<file path="src/rtl/wu_decode_pkg.sv">
`default_nettype none
// ============================================================================
//  Module      : wu_decode_pkg
//  Description : Shared definitions for the WU decode block. Holds the
//                instruction delineator codes, option-type codes, field
//                widths and the decoded-instruction record.
//  Revision    : 1.0 - initial release
// ============================================================================
package wu_decode_pkg;

    localparam int FIELD_W    = 16;
    localparam int OPT_TYPE_W = 4;
    localparam int ICNTL_W    = 2;

    // Instruction delineator codes
    localparam logic [ICNTL_W-1:0] c_ICNTL_MOM     = 2'b00;
    localparam logic [ICNTL_W-1:0] c_ICNTL_SOM     = 2'b01;
    localparam logic [ICNTL_W-1:0] c_ICNTL_EOM     = 2'b10;
    localparam logic [ICNTL_W-1:0] c_ICNTL_SOM_EOM = 2'b11;

    // Option types; every other code is ignored
    localparam logic [OPT_TYPE_W-1:0] c_OPT_OP    = 4'd1;
    localparam logic [OPT_TYPE_W-1:0] c_OPT_SRC   = 4'd2;
    localparam logic [OPT_TYPE_W-1:0] c_OPT_DEST  = 4'd3;
    localparam logic [OPT_TYPE_W-1:0] c_OPT_NOPS  = 4'd4;

    typedef struct packed {
        logic [FIELD_W-1:0] op;
        logic [FIELD_W-1:0] src_addr;
        logic [FIELD_W-1:0] dest_addr;
        logic [FIELD_W-1:0] num_operands;
    } wu_fields_t;

endpackage
`default_nettype wire

</file>
<file path="src/rtl/wu_decode_fifo.sv">
`default_nettype none
// ============================================================================
//  Module      : wu_decode_fifo
//  Description : Input entry buffer for the WU decoder. Pushes are ignored
//                while full and pops are ignored while empty, so callers may
//                present raw requests. Head entry is visible on o_data.
//  Ports       : clk, reset_poweron (async, active-low)
//                i_push/i_data  - write request and entry
//                i_pop          - consume head entry
//                o_data         - head entry
//                o_full/o_empty - status, o_count - occupancy
//  Revision    : 1.0 - initial release
// ============================================================================
module wu_decode_fifo #(
    parameter int DEPTH = 4,
    parameter int WIDTH = 8
) (
    input  logic                     clk,
    input  logic                     reset_poweron,
    input  logic                     i_push,
    input  logic [WIDTH-1:0]         i_data,
    input  logic                     i_pop,
    output logic [WIDTH-1:0]         o_data,
    output logic                     o_full,
    output logic                     o_empty,
    output logic [$clog2(DEPTH):0]   o_count
);

    localparam int c_AW = $clog2(DEPTH);
    localparam int c_CW = c_AW + 1;

    logic [WIDTH-1:0] r_mem [DEPTH];
    logic [c_AW-1:0]  r_wr_ptr;
    logic [c_AW-1:0]  r_rd_ptr;
    logic [c_CW-1:0]  r_count;
    logic             w_push;
    logic             w_pop;

    assign o_full  = (r_count == c_CW'(DEPTH));
    assign o_empty = (r_count == '0);
    assign o_count = r_count;
    assign o_data  = r_mem[r_rd_ptr];

    assign w_push  = i_push & ~o_full;
    assign w_pop   = i_pop  & ~o_empty;

    always_ff @(posedge clk or negedge reset_poweron) begin
        if (!reset_poweron) begin
            r_wr_ptr <= '0;
            r_rd_ptr <= '0;
            r_count  <= '0;
        end else begin
            if (w_push) r_wr_ptr <= r_wr_ptr + 1'b1;
            if (w_pop)  r_rd_ptr <= r_rd_ptr + 1'b1;
            r_count <= r_count + c_CW'(w_push) - c_CW'(w_pop);
        end
    end

    // Storage needs no reset: only entries covered by r_count are ever read.
    always_ff @(posedge clk) begin
        if (w_push) r_mem[r_wr_ptr] <= i_data;
    end

endmodule
`default_nettype wire

</file>
<file path="src/rtl/wu_decode.sv">
`default_nettype none
// ============================================================================
//  Module      : wu_decode
//  Description : Assembles multi-entry WU instructions (SOM/MOM/EOM framed)
//                into decoded op/src/dest/num_operands fields, presented
//                with a valid/ready handshake.
//  Ports       : clk, reset_poweron (async, active-low)
//                wum__wud__*  - WU memory entry (valid, delineator, options)
//                wud__wuf__stall - registered backpressure to fetch
//                wud__xxx__*  - decoded instruction, valid, error pulse
//                xxx__wud__ready - consumer accept
//  Revision    : 1.0 - initial release
// ============================================================================
module wu_decode
    import wu_decode_pkg::*;
#(
    parameter int FIFO_DEPTH   = 4,
    parameter int OPT_PER_INST = 3
) (
    input  logic                               clk,
    input  logic                               reset_poweron,
    input  logic                               wum__wud__valid,
    input  logic [ICNTL_W-1:0]                 wum__wud__icntl,
    input  logic [OPT_TYPE_W*OPT_PER_INST-1:0] wum__wud__option_type,
    input  logic [FIELD_W*OPT_PER_INST-1:0]    wum__wud__option_value,
    output logic                               wud__wuf__stall,
    output logic                               wud__xxx__valid,
    input  logic                               xxx__wud__ready,
    output logic [FIELD_W-1:0]                 wud__xxx__op,
    output logic [FIELD_W-1:0]                 wud__xxx__src_addr,
    output logic [FIELD_W-1:0]                 wud__xxx__dest_addr,
    output logic [FIELD_W-1:0]                 wud__xxx__num_operands,
    output logic                               wud__xxx__error
);

    localparam int c_TYPES_W = OPT_TYPE_W * OPT_PER_INST;
    localparam int c_VALS_W  = FIELD_W * OPT_PER_INST;
    localparam int c_ENTRY_W = ICNTL_W + c_VALS_W + c_TYPES_W;
    localparam int c_CW      = $clog2(FIFO_DEPTH) + 1;
    // Two entries of headroom cover those already in flight from fetch.
    localparam logic [c_CW-1:0] c_STALL_LVL = c_CW'(FIFO_DEPTH - 2);

    localparam logic [1:0] c_ST_IDLE  = 2'd0;
    localparam logic [1:0] c_ST_ACCUM = 2'd1;
    localparam logic [1:0] c_ST_HOLD  = 2'd2;

    logic [c_ENTRY_W-1:0] w_head;
    logic [ICNTL_W-1:0]   w_head_icntl;
    logic [c_TYPES_W-1:0] w_head_type;
    logic [c_VALS_W-1:0]  w_head_val;
    logic                 w_full;
    logic                 w_empty;
    logic [c_CW-1:0]      w_count;
    logic [c_CW-1:0]      w_count_nxt;
    logic                 w_push_acc;
    logic                 w_overflow;
    logic                 w_pop;
    logic                 w_bad_delim;
    logic                 w_load;
    logic                 w_clear;
    logic [1:0]           w_state_nxt;
    wu_fields_t           w_fields_nxt;

    logic [1:0]           r_state;
    wu_fields_t           r_fields;
    logic                 r_stall;
    logic                 r_error;

    wu_decode_fifo #(
        .DEPTH (FIFO_DEPTH),
        .WIDTH (c_ENTRY_W)
    ) u_fifo (
        .clk           (clk),
        .reset_poweron (reset_poweron),
        .i_push        (wum__wud__valid),
        .i_data        ({wum__wud__icntl, wum__wud__option_value, wum__wud__option_type}),
        .i_pop         (w_pop),
        .o_data        (w_head),
        .o_full        (w_full),
        .o_empty       (w_empty),
        .o_count       (w_count)
    );

    assign w_head_type  = w_head[c_TYPES_W-1:0];
    assign w_head_val   = w_head[c_TYPES_W +: c_VALS_W];
    assign w_head_icntl = w_head[c_ENTRY_W-1 -: ICNTL_W];

    assign w_push_acc  = wum__wud__valid & ~w_full;
    assign w_overflow  = wum__wud__valid &  w_full;
    assign w_count_nxt = w_count + c_CW'(w_push_acc) - c_CW'(w_pop);

    // Sequencing of delineators
    always_comb begin
        w_pop       = (r_state != c_ST_HOLD) && !w_empty;
        w_state_nxt = r_state;
        w_bad_delim = 1'b0;
        w_load      = 1'b0;
        w_clear     = 1'b0;
        case (r_state)
            c_ST_IDLE, c_ST_ACCUM: begin
                if (w_pop) begin
                    case (w_head_icntl)
                        c_ICNTL_SOM, c_ICNTL_SOM_EOM: begin
                            // A start inside an open instruction abandons it.
                            w_bad_delim = (r_state == c_ST_ACCUM);
                            w_clear     = 1'b1;
                            w_load      = 1'b1;
                            w_state_nxt = (w_head_icntl == c_ICNTL_SOM_EOM) ? c_ST_HOLD : c_ST_ACCUM;
                        end
                        default: begin
                            if (r_state == c_ST_ACCUM) begin
                                w_load = 1'b1;
                                if (w_head_icntl == c_ICNTL_EOM) w_state_nxt = c_ST_HOLD;
                            end else begin
                                w_bad_delim = 1'b1;
                            end
                        end
                    endcase
                end
            end
            c_ST_HOLD: begin
                if (xxx__wud__ready) w_state_nxt = c_ST_IDLE;
            end
            default: w_state_nxt = c_ST_IDLE;
        endcase
    end

    // Option application; later slots of the same type win.
    always_comb begin
        w_fields_nxt = w_clear ? '0 : r_fields;
        for (int i = 0; i < OPT_PER_INST; i++) begin
            case (w_head_type[i*OPT_TYPE_W +: OPT_TYPE_W])
                c_OPT_OP:   w_fields_nxt.op           = w_head_val[i*FIELD_W +: FIELD_W];
                c_OPT_SRC:  w_fields_nxt.src_addr     = w_head_val[i*FIELD_W +: FIELD_W];
                c_OPT_DEST: w_fields_nxt.dest_addr    = w_head_val[i*FIELD_W +: FIELD_W];
                c_OPT_NOPS: w_fields_nxt.num_operands = w_head_val[i*FIELD_W +: FIELD_W];
                default: ;
            endcase
        end
    end

    always_ff @(posedge clk or negedge reset_poweron) begin
        if (!reset_poweron) begin
            r_state  <= c_ST_IDLE;
            r_fields <= '0;
            r_stall  <= 1'b0;
            r_error  <= 1'b0;
        end else begin
            r_state <= w_state_nxt;
            if (w_load) r_fields <= w_fields_nxt;
            // Registered from next occupancy so stall tracks the FIFO level
            // in the same cycle the level is reached.
            r_stall <= (w_count_nxt >= c_STALL_LVL);
            // Overflow and bad delineator merge into one pulse.
            r_error <= w_overflow | w_bad_delim;
        end
    end

    assign wud__wuf__stall        = r_stall;
    assign wud__xxx__valid        = (r_state == c_ST_HOLD);
    assign wud__xxx__error        = r_error;
    assign wud__xxx__op           = r_fields.op;
    assign wud__xxx__src_addr     = r_fields.src_addr;
    assign wud__xxx__dest_addr    = r_fields.dest_addr;
    assign wud__xxx__num_operands = r_fields.num_operands;

endmodule
`default_nettype wire
</file>
<file path="config.mk">
export PLATFORM = sky130hd
export DESIGN_NAME = wu_decode
export DESIGN_NICKNAME = d
export VERILOG_FILES = /design/src/rtl/wu_decode_pkg.sv /design/src/rtl/wu_decode_fifo.sv /design/src/rtl/wu_decode.sv
export SDC_FILE = /design/constraint.sdc
export NUM_CORES = 1
export LEC_CHECK = 0
export ABC_CLOCK_PERIOD_IN_PS = 2950
export CORE_ASPECT_RATIO = 1.2
export CORE_MARGIN = 5
export CORE_UTILIZATION = 52
export DETAILED_ROUTE_END_ITERATION = 8
export MAX_ROUTING_LAYER = met4
export PLACE_DENSITY = 0.77
export RECOVER_POWER = 25
export SYNTH_ARGS = -nofsm -noshare
export SYNTH_HDL_FRONTEND = slang
export SYNTH_HIERARCHICAL = 1
export SYNTH_SLANG_ARGS = --single-unit
</file>
<file path="constraint.sdc">
create_clock -name clk -period 2.95 [get_ports clk]
set_clock_uncertainty 0.2 [all_clocks]
set_input_delay 0.4425 -clock clk [delete_from_list [all_inputs] [get_ports clk]]
set_output_delay 0.4425 -clock clk [all_outputs]
set_load 0.05 [all_outputs]
</file>
=== Word level (Yosys, flattened, before mapping) ===
Memories as Yosys holds them, arrays and structs flattened.
Cells that the tools add are included.

* Memories kept: 1
* Input bits: 66
* Register bits: 75
* Bits in writable memories: 248
* Logic and storage cells: 94

* Bitwise logic cells: 6
* Reductions and logical operators: 15
* Equality and inequality tests: 23
* Muxes and demuxes: 33
* Magnitude comparators: 1
* Add/sub/neg operators: 5

{| class="wikitable"
|+ Memory list
! memory !! depth !! bits a word !! rd ports !! clocked after memory_dff !! write ports !! line !! source
|-
| u_fifo.r_mem || 4 || 62 || 1 || 0 || 1 || wu_decode_fifo.sv:32 || <nowiki>logic [WIDTH-1:0] r_mem [DEPTH];</nowiki>
|}

{| class="wikitable"
|+ Operator list
! kind !! number
|-
| $mux W16 || 12
|-
| $mux W64 || 1
|-
| $eq A4 B2 Y1 const B || 6
|-
| $reduce_bool A4 Y1 || 4
|-
| $mux W1 || 13
|-
| $eq A4 B1 Y1 const B || 3
|-
| $eq A4 B3 Y1 const B || 3
|-
| $mux W2 || 6
|-
| $reduce_and A2 Y1 || 4
|-
| $eq A2 B2 Y1 const B || 3
|-
| $ne A3 B2 Y1 const B || 2
|-
| $sub A3 B1 Y3 || 2
|-
| $add A2 B1 Y2 const B || 2
|-
| $eq A2 B1 Y1 const B || 2
|-
| $ne A2 B1 Y1 const B || 2
|-
| $pmux W2 S2 || 1
|-
| $reduce_and A4 Y1 || 1
|-
| $reduce_or A2 Y1 || 2
|-
| $add A3 B1 Y3 || 1
|-
| $and A1 B1 Y1 || 3
|-
| $eq A3 B3 Y1 const B || 1
|-
| $ge A3 B2 Y1 const B || 1
|-
| $logic_not A3 Y1 || 1
|-
| $logic_not A2 Y1 || 1
|-
| 5 further kinds || 6
|}

=== Logic depth before layout (Yosys ltp) ===
An unclocked memory read counts as a cell.

* Depth in word-level cells: 10
* Depth in mapped cells: 11

=== Cells and area by module ===
Netlist, hierarchy kept.

{| class="wikitable"
|+ By module, submodules not included
! module !! area an instance (um2) !! cells an instance !! sequential area each (um2) !! instances
|-
| wu_decode_fifo || 9491.6 || 366 || 7622.3 || 1
|-
| wu_decode || 4125.2 || 410 || 1701.6 || 1
|}

=== Worst setup path after synthesis ===
Ideal clock, no wire load.

* Path kind: reg2reg
* Start point: register r_state[1]
* End point: register u_fifo.r_count[2], in the netlist u_fifo/o_count[2]
* Slack: -0.164 ns
* Data arrival time: 2.786 ns
* Cell stages (with the launch flop): 11
* Data required time: 2.622 ns
* Period minus slack after synthesis: 3.114 ns
* Path through: dfrtp_1 > nor2b_1 > nor2_1 > o31ai_1 > inv_1 > ha_1 > inv_1 > ha_1 > fa_1 > xor2_1 > xnor2_1

* Longest elaborated chain between the ends: 4

{| class="wikitable"
|+ RTL lines
! item !! line !! source
|-
| from (decl) || wu_decode.sv:64 || <nowiki>logic [1:0] r_state;</nowiki>
|-
| from (signal assigned) || wu_decode.sv:144 || <nowiki>r_state <= c_ST_IDLE;</nowiki>
|-
| from (signal assigned) || wu_decode.sv:149 || <nowiki>r_state <= w_state_nxt;</nowiki>
|-
| $ne A2 B2 Y1 || wu_decode.sv:94 || <nowiki>w_pop = (r_state != c_ST_HOLD) && !w_empty;</nowiki>
|-
| $logic_and A1 B1 Y1 || wu_decode.sv:94 ||
|-
| named net w_pop || wu_decode.sv:57 || <nowiki>logic w_pop;</nowiki>
|-
| $and A1 B1 Y1 || wu_decode_fifo.sv:45 || <nowiki>assign w_pop = i_pop & ~o_empty;</nowiki>
|-
| named net u_fifo.w_pop || wu_decode_fifo.sv:37 || <nowiki>logic w_pop;</nowiki>
|-
| $sub A3 B1 Y3 || wu_decode_fifo.sv:55 || <nowiki>r_count <= r_count + c_CW'(w_push) - c_CW'(w_pop);</nowiki>
|-
| to (signal assigned) || wu_decode_fifo.sv:55 ||
|-
| to (decl) || wu_decode_fifo.sv:35 || <nowiki>logic [c_CW-1:0] r_count;</nowiki>
|}

The timed path passes the listed nets, and every way through them passes these cells.
A chain may end at the register's enable or synchronous reset.

=== Worst setup path after layout ===
* Start point: register u_fifo.r_rd_ptr[0]
* End point: register r_fields, in the netlist wud__xxx__src_addr[8]

{| class="wikitable"
|+ RTL lines
! item !! line !! source
|-
| from (decl) || wu_decode_fifo.sv:34 || <nowiki>logic [c_AW-1:0] r_rd_ptr;</nowiki>
|-
| from (signal assigned) || wu_decode_fifo.sv:54 || <nowiki>if (w_pop) r_rd_ptr <= r_rd_ptr + 1'b1;</nowiki>
|-
| $mem_v2 Z4 W62 * || n/a ||
|-
| named net w_head[10] || wu_decode.sv:47 || <nowiki>logic [c_ENTRY_W-1:0] w_head;</nowiki>
|-
| $eq A4 B2 Y1 * || wu_decode.sv:132 || <nowiki>case (w_head_type[i*OPT_TYPE_W +: OPT_TYPE_W])</nowiki>
|-
| $reduce_bool A4 Y1 (no source line) || n/a ||
|-
| $reduce_and A2 Y1 (no source line) || n/a ||
|-
| to (signal assigned) || wu_decode.sv:150 || <nowiki>if (w_load) r_fields <= w_fields_nxt;</nowiki>
|-
| to (decl) || wu_decode.sv:65 || <nowiki>wu_fields_t r_fields;</nowiki>
|}

Mark *: on every way through the listed nets, which the timed path passes. The rest lies on a longest branch.

==> summary.txt <==
Outcome
  – Status: finished, final reports clean

GRT
  – Initial antenna violation count: 1
  – Vias in the first global route: roughly 8100
  – GR Overflow Total: 0
  – First-pass GRT wire length: 47900 um
  – Largest net degree at the start of global routing: 63
  – Total track usage: 21.8%

Yosys
  – Dominant cells by area after synthesis: edfxtp_1 55%, dfrtp_1 14%, mux4_2 9.6%
  – Most frequent cell after synthesis: edfxtp_1
  – Xor/xnor share of the synthesized area: 0.386%
  – Synth Area in Compound Gates: under 10%
  – Top_reg_cell synth: edfxtp_1
  – Syn nets: approximately 850
  – Mux contribution to synthesized area: 10.4%
  – Mapped Area: approximately 14000 sq um
  – Synth Area in Adders: less than 1%
  – Post-synth top area share: 54.7%
  – Seq cells post-synth: 323
  – Largest family of logic cells by synthesized area: multiplexers
  – Post-synth EDFFs: between 200 and 250
  – Syn avg cell area: roughly 18 sq um
  – Yosys top cell by area: edfxtp_1
  – Sequential fraction of the synthesis area: just under 70%
  – Cell count after synthesis: a little under 800
  – Synth Area in Simple Gates: 6.72%
  – Library cells used by synthesis: 43
  – Ys async rst share: 23.2%
  – Commonest cells in the netlist: 248 x edfxtp_1, 75 x dfrtp_1, 67 x nand2_1, 66 x nor2_1, 66 x o31ai_1
  – Yosys warnings: 6

Power and ir drop
  – Switching part of the total power: between 40% and 50%
  – Net Sw Power: 7980 uW
  – Pint: about 12000 uW
  – Clock power share: 18.5%
  – Peak VDD IR: 699 uV
  – Combinational Power Share: around 47%
  – Pwr dens: approximately 1200 nW/um^2
  – Leakage: 0.00583 uW
  – Share of power burned in registers: 34.4%

Worst setup path
  – R2R depth: 9
  – Worst Path Max Fanout: 22
  – Worst endpoint required time: ~3200 ps
  – Most used cell along the critical path: buf_4
  – Startpoint Class: flip-flop
  – Reg2Reg Capture Point: wud__xxx__src_addr[8]
  – Worst path max stage delay: between 600 and 700 ps
  – WP data arrival: between 3000 and 4000 ps
  – Worst Setup End Kind: flip-flop
  – Slowest cell on crit path: mux4_2
  – Worst r2r src: u_fifo/r_rd_ptr[0]
  – CP Cell Sequence: buf_4 -> buf_6 -> mux4_2 -> nor4b_4 -> buf_4 -> o41ai_4 -> buf_4 -> buf_12 -> o31ai_1
  – Kind of critical path: flip-flop to flip-flop
  – R2r setup slk: 110 ps

Placement
  – Hpwl dp: 21100 um
  – I/O Buffers: roughly 130
  – Final Wtd Congestion: ~0.90
  – Area post-placement: 15600 sq um
  – Pre-CTS setup slack: -293 ps
  – # placed instances: approximately 1200

Cells and area
  – Final Non-Filler Cells: between 1000 and 1500
  – Finished Core Util: 63.9%
  – Design Area, Final: approximately 17000 sq um
  – Synth-to-Final Area Change: 22.6%
  – Fillers: about 1800
  – Nets: just over 1000
  – Ratio of cells with drive above 1 in the final layout: 22.5%

Detailed routing
  – Final WL: between 30000 and 40000 um
  – WL/cell: between 20 and 25 um
  – Iteration-0 DRC Markers: 873
  – Vias: between 8000 and 9000
  – Via-to-Cell Ratio: 6.22
  – Post-route ant nets: 0
  – DRC violations left: 0
  – First-pass iteration count of the detailed router: 5

Clock network
  – Clock root buffer: clkbuf_16
  – Clock-pin slew on the worst setup and hold paths: around 60 ps
  – CTS HTree Levels: 1
  – Cts bufs inserted: 30
  – Bufs on Longest Clock Path: 3
  – CTS tree: yes
  – CTS Sinks: ~320
  – Clk_lat worst skew: between 500 and 600 ps

Timing
  – Setup Viol. Count Final: 0
  – Rel. slew slack: a little over half
  – Final setup margin: around 110 ps
  – Measured slew at the worst slew-check pin: around 680 ps
  – Hold_ws: 250 ps
  – Max-slew violation count: 0
  – Final Cycle Share: between 90% and 100%
  – Final Hold Viols: 0
  – Max frequency: ~350 MHz
  – Fin crit period: 2840 ps
  – Unrepaired setup endpoints after global routing: yes

Die
  – Die ar.: between 20000 and 30000 sq um
  – Die H: 187 um
  – IO Count: 133
  – Total core area: around 26000 sq um
  – # rows: 65
  – Die width: 158 um
  – Initial Utilization: a little over half

Flow run
  – Max-cap viol count: 0

Min path
  – Worst hold path type: input pin to async pin
-- power groups by stage --
stage                     clock (uW)  sequential (uW)  combinational, uW
after detailed placement           0             6900               9140
final                           3670             6810               9350
after global placement             0             6840               9020
after global routing            3940             6910               9900
after floorplan                    0             8070               4900
after CTS                       3730             6820               9190
-- state kept, by name, indices dropped and copies added, names as in the netlist --
name and flops:
r_state 2, u_fifo/o_count 3, u_fifo/r_mem 248, u_fifo/r_rd_ptr 2, u_fifo/r_wr_ptr 2, wud__wuf__stall 1, wud__xxx__dest_addr 16, wud__xxx__error 1
wud__xxx__num_operands 16, wud__xxx__op 16, wud__xxx__src_addr 16
-- through the flow --
step	setup TNS, ps	power (uW)
after floorplan	0	13000
after global placement	-3850	15900
after detailed placement	-4240	16000
after CTS	0	19700
after global routing	-43.1	20700
final	0	19800
-- per-layer routing --
| layer | wire length, um | vias up | GRT usage (%) | share of wire, % |
|---|---|---|---|---|
| met4 | 694 | 0 | 5.49 | 2.2 |
| met1 | 12200 | 4193 | 29.8 | 39 |
| met3 | 2300 | 57 | 2.48 | 7.3 |
| met5 | 0 | - | - | 0 |
| met2 | 16300 | 407 | 35.5 | 52 |
| li1 | - | 3516 | - | - |
-- worst max-delay path by stage --
stage / to / slack (ps) / depth (start not counted) / startpoint
final: wud__xxx__src_addr[8] / 110 / 9 / u_fifo/r_rd_ptr[0]
after global routing: wud__xxx__num_operands[15] / -40 / 7 / u_fifo/r_rd_ptr[0]
after CTS: wud__xxx__num_operands[15] / 5 / 8 / u_fifo/r_rd_ptr[0]
after detailed placement: wud__xxx__dest_addr[10] / -290 / 5 / u_fifo/r_rd_ptr[0]
after global placement: wud__xxx__dest_addr[10] / -260 / 5 / u_fifo/r_rd_ptr[0]
after floorplan: u_fifo/o_count[2] / 40 / 11 / u_fifo/o_count[1]
-- critical path: cells and delay by family, from the launching register on --
| kind | cells | cell delay, ps |
|---|---|---|
| simple gates | 1 | 310 |
| compound gates | 2 | 310 |
| mux | 1 | 640 |
| flops | 1 | 480 |
| buf+inv | 5 | 790 |
-- area by class of cell --
cell class | count | area (sq um) | area share [%]
diodes | 1 | 2.50 | 0.0150
repair buffers | 200 | 2050 | 12.3
flip-flops and latches | 323 | 9330 | 55.9
multi-input cells | 391 | 3910 | 23.4
inverters | 9 | 33.8 | 0.202
well taps | 335 | 419 | 2.51
clock buffers | 36 | 773 | 4.63
clock inverters | 20 | 168 | 1.00
-- cell families (layout without fill, tap and decap cells) --
family                     after synthesis  count (layout)
DFF                                    323             323
and+or+nand+nor                        173             173
AOI/OAI and AO/OA                      141             141
muxes                                   62              62
buffers and inverters                   62             265
adders and majority gates                9               9
xor gates and xnor gates                 6               6
other                                    0               1
-- layout by cell type (no fill, tap or decap), types with 7 or more instances in the layout --
| cell | count |
|---|---|
| ha_1 | 7 |
| nand2_1 | 67 |
| nor2_1 | 66 |
| a221oi_1 | 40 |
| dfrtp_1 | 73 |
| mux4_2 | 58 |
| clkinv_2 | 7 |
| a221oi_2 | 24 |
| buf_4 | 46 |
| buf_12 | 16 |
| edfxtp_1 | 248 |
| clkbuf_16 | 30 |
| o31ai_1 | 66 |
| dlygate4sd3_1 | 47 |
| clkdlybuf4s50_1 | 85 |
| inv_1 | 9 |
-- repair_timing --
action / 4_1_cts / 5_1_grt
endpoints found under the setup margin: 16 / 61
endpoints found under the hold margin: 47 / 0
hold buffers: 1 / 0
pin swaps: 0 / 5
buffers inserted: 0 / 9
gates resized for setup: 1 / 9
No activity file was read; power rests on OpenSTA's default activity.
